File: src/rtl/alu_sys_pkg.sv
// Shared definitions for the ALU request sequencer: sequencer state encoding,
// ALU unit-class codes and default widths.
package alu_sys_pkg;

   localparam int DEF_DATA_WIDTH     = 8;
   localparam int DEF_FUN_WIDTH      = 4;
   localparam int DEF_TIMEOUT_CYCLES = 15;

   typedef enum logic [1:0] {
      IDLE  = 2'b00,
      ISSUE = 2'b01,
      WAIT  = 2'b10,
      RESP  = 2'b11
   } seq_state_t;

   // Unit class lives in the top two bits of the function code; the
   // sequencer never decodes it, it is here for the ALU side.
   localparam logic [1:0] CLS_ARITH = 2'b00;
   localparam logic [1:0] CLS_LOGIC = 2'b01;
   localparam logic [1:0] CLS_CMP   = 2'b10;
   localparam logic [1:0] CLS_SHIFT = 2'b11;

endpackage

File: src/rtl/rr_arbiter2.sv
// Two-way round-robin grant: a lone requester always wins, a tie goes to the
// requester that did not win last time. Last winner updates only on accept.
module rr_arbiter2 (
   input  logic       clk_i,
   input  logic       rst_i,
   input  logic [1:0] req_i,
   input  logic       accept_i,
   output logic [1:0] grant_o
);

   logic last_q;

   always_comb begin
      grant_o = req_i;
      if (req_i == 2'b11) begin
         grant_o = last_q ? 2'b01 : 2'b10;
      end
   end

   // Reset value 1 makes requester 0 win the first tie.
   always_ff @(posedge clk_i or posedge rst_i) begin
      if (rst_i) begin
         last_q <= 1'b1;
      end else if (accept_i) begin
         last_q <= grant_o[1];
      end
   end

endmodule

File: src/rtl/alu_req_sequencer.sv
// Shares one registered-output ALU between two requesters: arbitrate, issue a
// one-cycle ALU_EN, wait for the result or a timeout, pulse the response back.
module alu_req_sequencer
   import alu_sys_pkg::*;
#(
   parameter int DATA_WIDTH     = DEF_DATA_WIDTH,
   parameter int FUN_WIDTH      = DEF_FUN_WIDTH,
   parameter int TIMEOUT_CYCLES = DEF_TIMEOUT_CYCLES
) (
   input  logic                    CLK,
   input  logic                    RST,
   input  logic                    req0_valid,
   output logic                    req0_ready,
   input  logic [DATA_WIDTH-1:0]   req0_a,
   input  logic [DATA_WIDTH-1:0]   req0_b,
   input  logic [FUN_WIDTH-1:0]    req0_fun,
   input  logic                    req1_valid,
   output logic                    req1_ready,
   input  logic [DATA_WIDTH-1:0]   req1_a,
   input  logic [DATA_WIDTH-1:0]   req1_b,
   input  logic [FUN_WIDTH-1:0]    req1_fun,
   output logic                    rsp0_valid,
   output logic                    rsp1_valid,
   output logic [2*DATA_WIDTH-1:0] rsp_result,
   output logic                    rsp_err,
   output logic                    ALU_EN,
   output logic [FUN_WIDTH-1:0]    ALU_FUN,
   output logic [DATA_WIDTH-1:0]   ALU_A,
   output logic [DATA_WIDTH-1:0]   ALU_B,
   input  logic [2*DATA_WIDTH-1:0] ALU_OUT,
   input  logic                    ALU_OUT_VALID,
   output logic                    busy
);

   localparam int CNT_W = $clog2(TIMEOUT_CYCLES + 1);

   seq_state_t              state_q;
   logic [CNT_W-1:0]        cnt_q;
   logic [CNT_W-1:0]        cnt_d;
   logic                    grant_id_q;
   logic                    alu_en_q;
   logic                    rsp0_q;
   logic                    rsp1_q;
   logic                    err_q;
   logic [DATA_WIDTH-1:0]   alu_a_q;
   logic [DATA_WIDTH-1:0]   alu_b_q;
   logic [FUN_WIDTH-1:0]    alu_fun_q;
   logic [2*DATA_WIDTH-1:0] result_q;
   logic [1:0]              grant;
   logic                    idle;
   logic                    accept;

   assign idle   = (state_q == IDLE);
   assign accept = idle & (|grant);
   assign cnt_d  = cnt_q - CNT_W'(1);

   rr_arbiter2 u_arb (
      .clk_i    (CLK),
      .rst_i    (RST),
      .req_i    ({req1_valid, req0_valid}),
      .accept_i (accept),
      .grant_o  (grant)
   );

   // Ready is combinational from state and valids; RST masks it so every
   // output reads 0 while reset is held.
   assign req0_ready = idle & grant[0] & ~RST;
   assign req1_ready = idle & grant[1] & ~RST;

   always_ff @(posedge CLK or posedge RST) begin
      if (RST) begin
         state_q    <= IDLE;
         cnt_q      <= '0;
         grant_id_q <= 1'b0;
         alu_en_q   <= 1'b0;
         rsp0_q     <= 1'b0;
         rsp1_q     <= 1'b0;
         err_q      <= 1'b0;
         alu_a_q    <= '0;
         alu_b_q    <= '0;
         alu_fun_q  <= '0;
         result_q   <= '0;
      end else begin
         case (state_q)
            IDLE: begin
               if (accept) begin
                  alu_a_q    <= grant[1] ? req1_a   : req0_a;
                  alu_b_q    <= grant[1] ? req1_b   : req0_b;
                  alu_fun_q  <= grant[1] ? req1_fun : req0_fun;
                  grant_id_q <= grant[1];
                  alu_en_q   <= 1'b1;
                  state_q    <= ISSUE;
               end
            end
            ISSUE: begin
               alu_en_q <= 1'b0;
               cnt_q    <= CNT_W'(TIMEOUT_CYCLES);
               state_q  <= WAIT;
            end
            WAIT: begin
               // A result in the last counted cycle still beats the timeout.
               if (ALU_OUT_VALID) begin
                  result_q <= ALU_OUT;
                  err_q    <= 1'b0;
                  rsp0_q   <= ~grant_id_q;
                  rsp1_q   <= grant_id_q;
                  state_q  <= RESP;
               end else begin
                  cnt_q <= cnt_d;
                  if (cnt_d == '0) begin
                     result_q <= '0;
                     err_q    <= 1'b1;
                     rsp0_q   <= ~grant_id_q;
                     rsp1_q   <= grant_id_q;
                     state_q  <= RESP;
                  end
               end
            end
            RESP: begin
               rsp0_q  <= 1'b0;
               rsp1_q  <= 1'b0;
               state_q <= IDLE;
            end
         endcase
      end
   end

   assign ALU_EN     = alu_en_q;
   assign ALU_A      = alu_a_q;
   assign ALU_B      = alu_b_q;
   assign ALU_FUN    = alu_fun_q;
   assign rsp0_valid = rsp0_q;
   assign rsp1_valid = rsp1_q;
   assign rsp_result = result_q;
   assign rsp_err    = err_q;
   assign busy       = ~idle;

endmodule
File: config.mk
export PLATFORM = sky130hd
export DESIGN_NAME = alu_req_sequencer
export DESIGN_NICKNAME = d
export VERILOG_FILES = /design/src/rtl/alu_sys_pkg.sv /design/src/rtl/rr_arbiter2.sv /design/src/rtl/alu_req_sequencer.sv
export SDC_FILE = /design/constraint.sdc
export NUM_CORES = 1
export LEC_CHECK = 0
export CORE_UTILIZATION = 44
export DETAILED_ROUTE_END_ITERATION = 6
export PLACE_DENSITY = 0.88
export SETUP_SLACK_MARGIN = 0.5
export SLEW_MARGIN = 20
export SYNTH_ARGS = -nofsm -noshare
export SYNTH_HDL_FRONTEND = slang
export SYNTH_SLANG_ARGS = --single-unit
File: constraint.sdc
create_clock -name CLK -period 8.1 [get_ports CLK]
set_input_delay 2.43 -clock CLK [delete_from_list [all_inputs] [get_ports CLK]]
set_output_delay 2.43 -clock CLK [all_outputs]
set_load 0.005 [all_outputs]
==> results.env <==
PATH_MAX_FANOUT=18
FINALHOLDVIOLCOUNT=0
GRT_SETUP_UNREPAIRED='false'
INSERTION_DELAY_PS=310
PLACEMENT_ROWS=25
DRV.MAX_CAP_VIOLATION_COUNT=0
GRT_PASS1_VIAS=1831
DESIGN.CORE.AREA_UM2=4790
NETLIST_AREA_UM2=2220
SYNTH_COMMONEST_CELLS='sky130_fd_sc_hd__dfrtp_1 (47), sky130_fd_sc_hd__nand2_1 (25), sky130_fd_sc_hd__o21ai_0 (22)'
ANTENNA_CELLS_INSERTED=0
YS_WARN_COUNT=0
CTS_SETUP_BUFFERS=0
AVGSYNTHCELLAREA_UM2=11.4
CTS.HOLD.BUFFERS_ADDED=0
GP_CONGESTION=0.787
LARGEST_NET_DEGREE_AT_THE_START_OF_GLOBAL_ROUTING=42
POST-SYNTH-TOP-AREA-CELL='sky130_fd_sc_hd__dfrtp_1'
P_SEQ_SHARE_PCT=38.9
WL_PER_CELL_UM=13.9
OVERFLOW=0
SYNTH-SEQ-CELLS=48
YOSYSMOSTFREQUENTCELL='sky130_fd_sc_hd__dfrtp_1'
SYNTH_TOP_AREA_SHARE_PCT=53.0
PLACE_HPWL_UM=3820
POWER.SHARE.COMBINATIONAL_PCT=47.4
FLOORPLAN.DIE.WIDTH_UM=73.0
ANTENNA_VIOLATIONS_BEFORE_REPAIR=0
HOLD_PATH.CLASS='register to register'
DIE_H_UM=73.0
MAX_CLOCK_FREQ_MHz=158
RUN_STATUS='complete, no violations'
CTS.CLK_SLEW.WORST_PATHS_PS=90
VIAS=1817
PWR-SHARE-CLK_PCT=13.7
POST_SYNTH_MAIN_AREA_CONTRIBUTORS='sky130_fd_sc_hd__dfrtp_1 (53%), sky130_fd_sc_hd__mux2i_1 (9.0%), sky130_fd_sc_hd__a22o_1 (6.7%)'
SYNTH_CELL_TYPES=35
FIN_WORST_SETUP_SLACK_PS=1750
CTS_ROOT_BUF='sky130_fd_sc_hd__clkbuf_8'
REPORT.FINAL.SLEW_VIOL_COUNT=0
LEAKAGEPOWER_nW=1.49
CRITPATHLAUNCHTYPE='input pin'
TIGHTEST_SLEW_PS=583
PRE_CTS_SETUP_SLACK_PS=1750
SYNTH-EDFF-COUNT=0
FIN_SKEW_PS=11.7
NETLIST_INSTANCES=195
P_INT_mW=0.714
YS.FLOP_TYPE='sky130_fd_sc_hd__dfrtp_1'
FLOORPLAN.INITIALDENSITY_PCT=46.3
POWER.SWITCHING_FRACTION_PCT=33.6
WORSTPATHREQUIRED_PS=5670
FINAL_DESIGN_AREA_NO_FILL_UM2=3390
DRT_PASS1_ITERATIONS=4
YS_SEQ_AREA_SHARE_PCT=54.2
DETAILEDROUTE.FIRSTITERATIONVIOLATIONS=79
TNS_PS=0
POSTPLACECELLAREA_UM2=3300
MAPPEDNETLISTNETS=263
ARRIVAL_PS=3920
TIMING.REG2REG.SETUP_SLACK_PS=6200
IOS=104
HTREE_NUM_LEVELS=2
POWER_DENSITY_nW_PER_UM2=317
SLEW_HR_PCT=61.1
FINAL_MIN_PERIOD_OVER_CLOCK_PERIOD_PCT=78.3
FLOORPLAN.DIE_AREA_UM2=5330
NET-SWITCHING-POWER_mW=0.361
WORSTSETUPPATHTYPE='input pin to primary output'
NUM-FILL-CELLS=378
CLOCK_TREE_FROM_TRITONCTS='yes'
PORT_BUFFERS=103
TOTALPOWERFINAL_mW=1.07
GROUTE.USAGE.OVERALL_PCT=20.7
DRIVE_GT1_SHARE_PCT=7.36
POSTROUTEANTENNANETS=0
GLOBAL_ROUTE_WIRE_LENGTH_BEFORE_REPAIR_UM=8260
CTS-ROOT-TO-SINK-BUFFERS=2
CTS-BUFFERS-INSERTED=5
FINALSETUPVIOLCOUNT=0
LAYOUT-AREA-OVERHEAD-VS-SYNTH_PCT=52.7
FINALCRITICALPERIOD_PS=6350
FINAL_NET_COUNT=366
ROUTED_VIA_DENSITY=4.96
CRITPATHCAPTURETYPE='primary output'
TRITONCTS_NUM_SINKS=48
TOTALWIRELENGTH_UM=5080
VDD_IR_DROP_MAX_uV=150
CTS_RESIZED=0
ASYNCSETRESETFLOPFRACSYNTH_PCT=100
DRCVIOLATIONCOUNT=0
per-stage QoR:
step | hold slack [ps] | cells | utilization, %
after floorplan | 473 | 195 | -
after global placement | 460 | 358 | 68.9
after detailed placement | 472 | 358 | 68.9
after CTS | 494 | 366 | 70.7
after global routing | 515 | 366 | 70.7
final | 492 | 366 | 70.7
cells by family (layout without fill, tap and decap cells):
kind of cell | Yosys count | in the layout | share of synthesized area (%)
compound gates | 54 | 54 | 17.2
flops | 48 | 48 | 54.2
simple gates | 44 | 44 | 9.54
mux | 21 | 21 | 9.71
buf+inv | 18 | 122 | 4.18
fa+ha+maj | 7 | 7 | 3.95
xor+xnor | 3 | 3 | 1.19
flip-flops by register name, indices dropped and copies added, names as in the netlist:
signal / flops
ALU_B: 8
state_q: 2
u_arb.last_q: 1
grant_id_q: 1
rsp0_valid: 1
ALU_FUN: 4
ALU_A: 8
ALU_EN: 1
rsp_result: 16
rsp1_valid: 1
cnt_q: 4
rsp_err: 1
path summary, 6_finish.rpt:
path                                      to  cells after the start  startpoint
worst max-delay path              req0_ready                      4         RST
worst min-delay path                ALU_A[1]                      2    ALU_A[1]
worst max register to register    state_q[1]                      6  state_q[0]
worst min register to register      ALU_A[1]                      2    ALU_A[1]
max in group asynchronous       u_arb.last_q                      3         RST
min in group asynchronous           ALU_A[4]                      2         RST
worst max-delay path, cell delays in order:
cell and delay, ps:
sky130_fd_sc_hd__clkdlybuf4s50_1 420, sky130_fd_sc_hd__inv_2 290, sky130_fd_sc_hd__o2111a_1 260, sky130_fd_sc_hd__clkdlybuf4s50_1 520
power groups by stage:
stage / Combinational [mW] / Clock (mW) / Sequential (mW)
floorplan: 0.239 / 0 / 0.424
global placement: 0.497 / 0 / 0.419
detailed placement: 0.514 / 0 / 0.423
CTS: 0.517 / 0.151 / 0.420
global route: 0.562 / 0.161 / 0.433
finish: 0.509 / 0.147 / 0.419
cell type report:
type	instances	area (µm²)	area share (%)
clock inverter	3	21.3	0.628
timing repair buffer	106	1050	31.1
tap	67	83.8	2.48
inverter	8	30.0	0.887
clock buffer	5	68.8	2.03
multi-input combinational	129	926	27.3
sequential	48	1200	35.5
placed cells by master, fill, tap and decap left out, drive strengths merged:
cell / instances
ha: 7
o2111a: 1
a22oi: 1
and2: 2
or2: 1
nor2b: 1
mux2i: 20
a21oi: 4
inv: 9
dfrtp: 47
nor2: 5
dfstp: 1
clkdlybuf4s50: 103
or3: 1
and3: 1
o21ai: 24
a32o: 1
nand2b: 4
clkinvlp: 1
o2bb2ai: 1
nand3: 1
a41oi: 1
mux2: 1
a22o: 17
clkinv: 1
a31oi: 2
nand2: 26
nor3: 2
xnor2: 3
buf: 3
o211ai: 2
clkbuf: 5
routing by layer:
metal	up-vias	track usage [%]	part of all wire [%]
met5	-	0	0
met4	0	9.59	2.1
met3	9	8.56	8.8
met2	77	34.1	48
met1	839	23.4	41
li1	892	-	-
No activity file was read; power rests on OpenSTA's default activity.
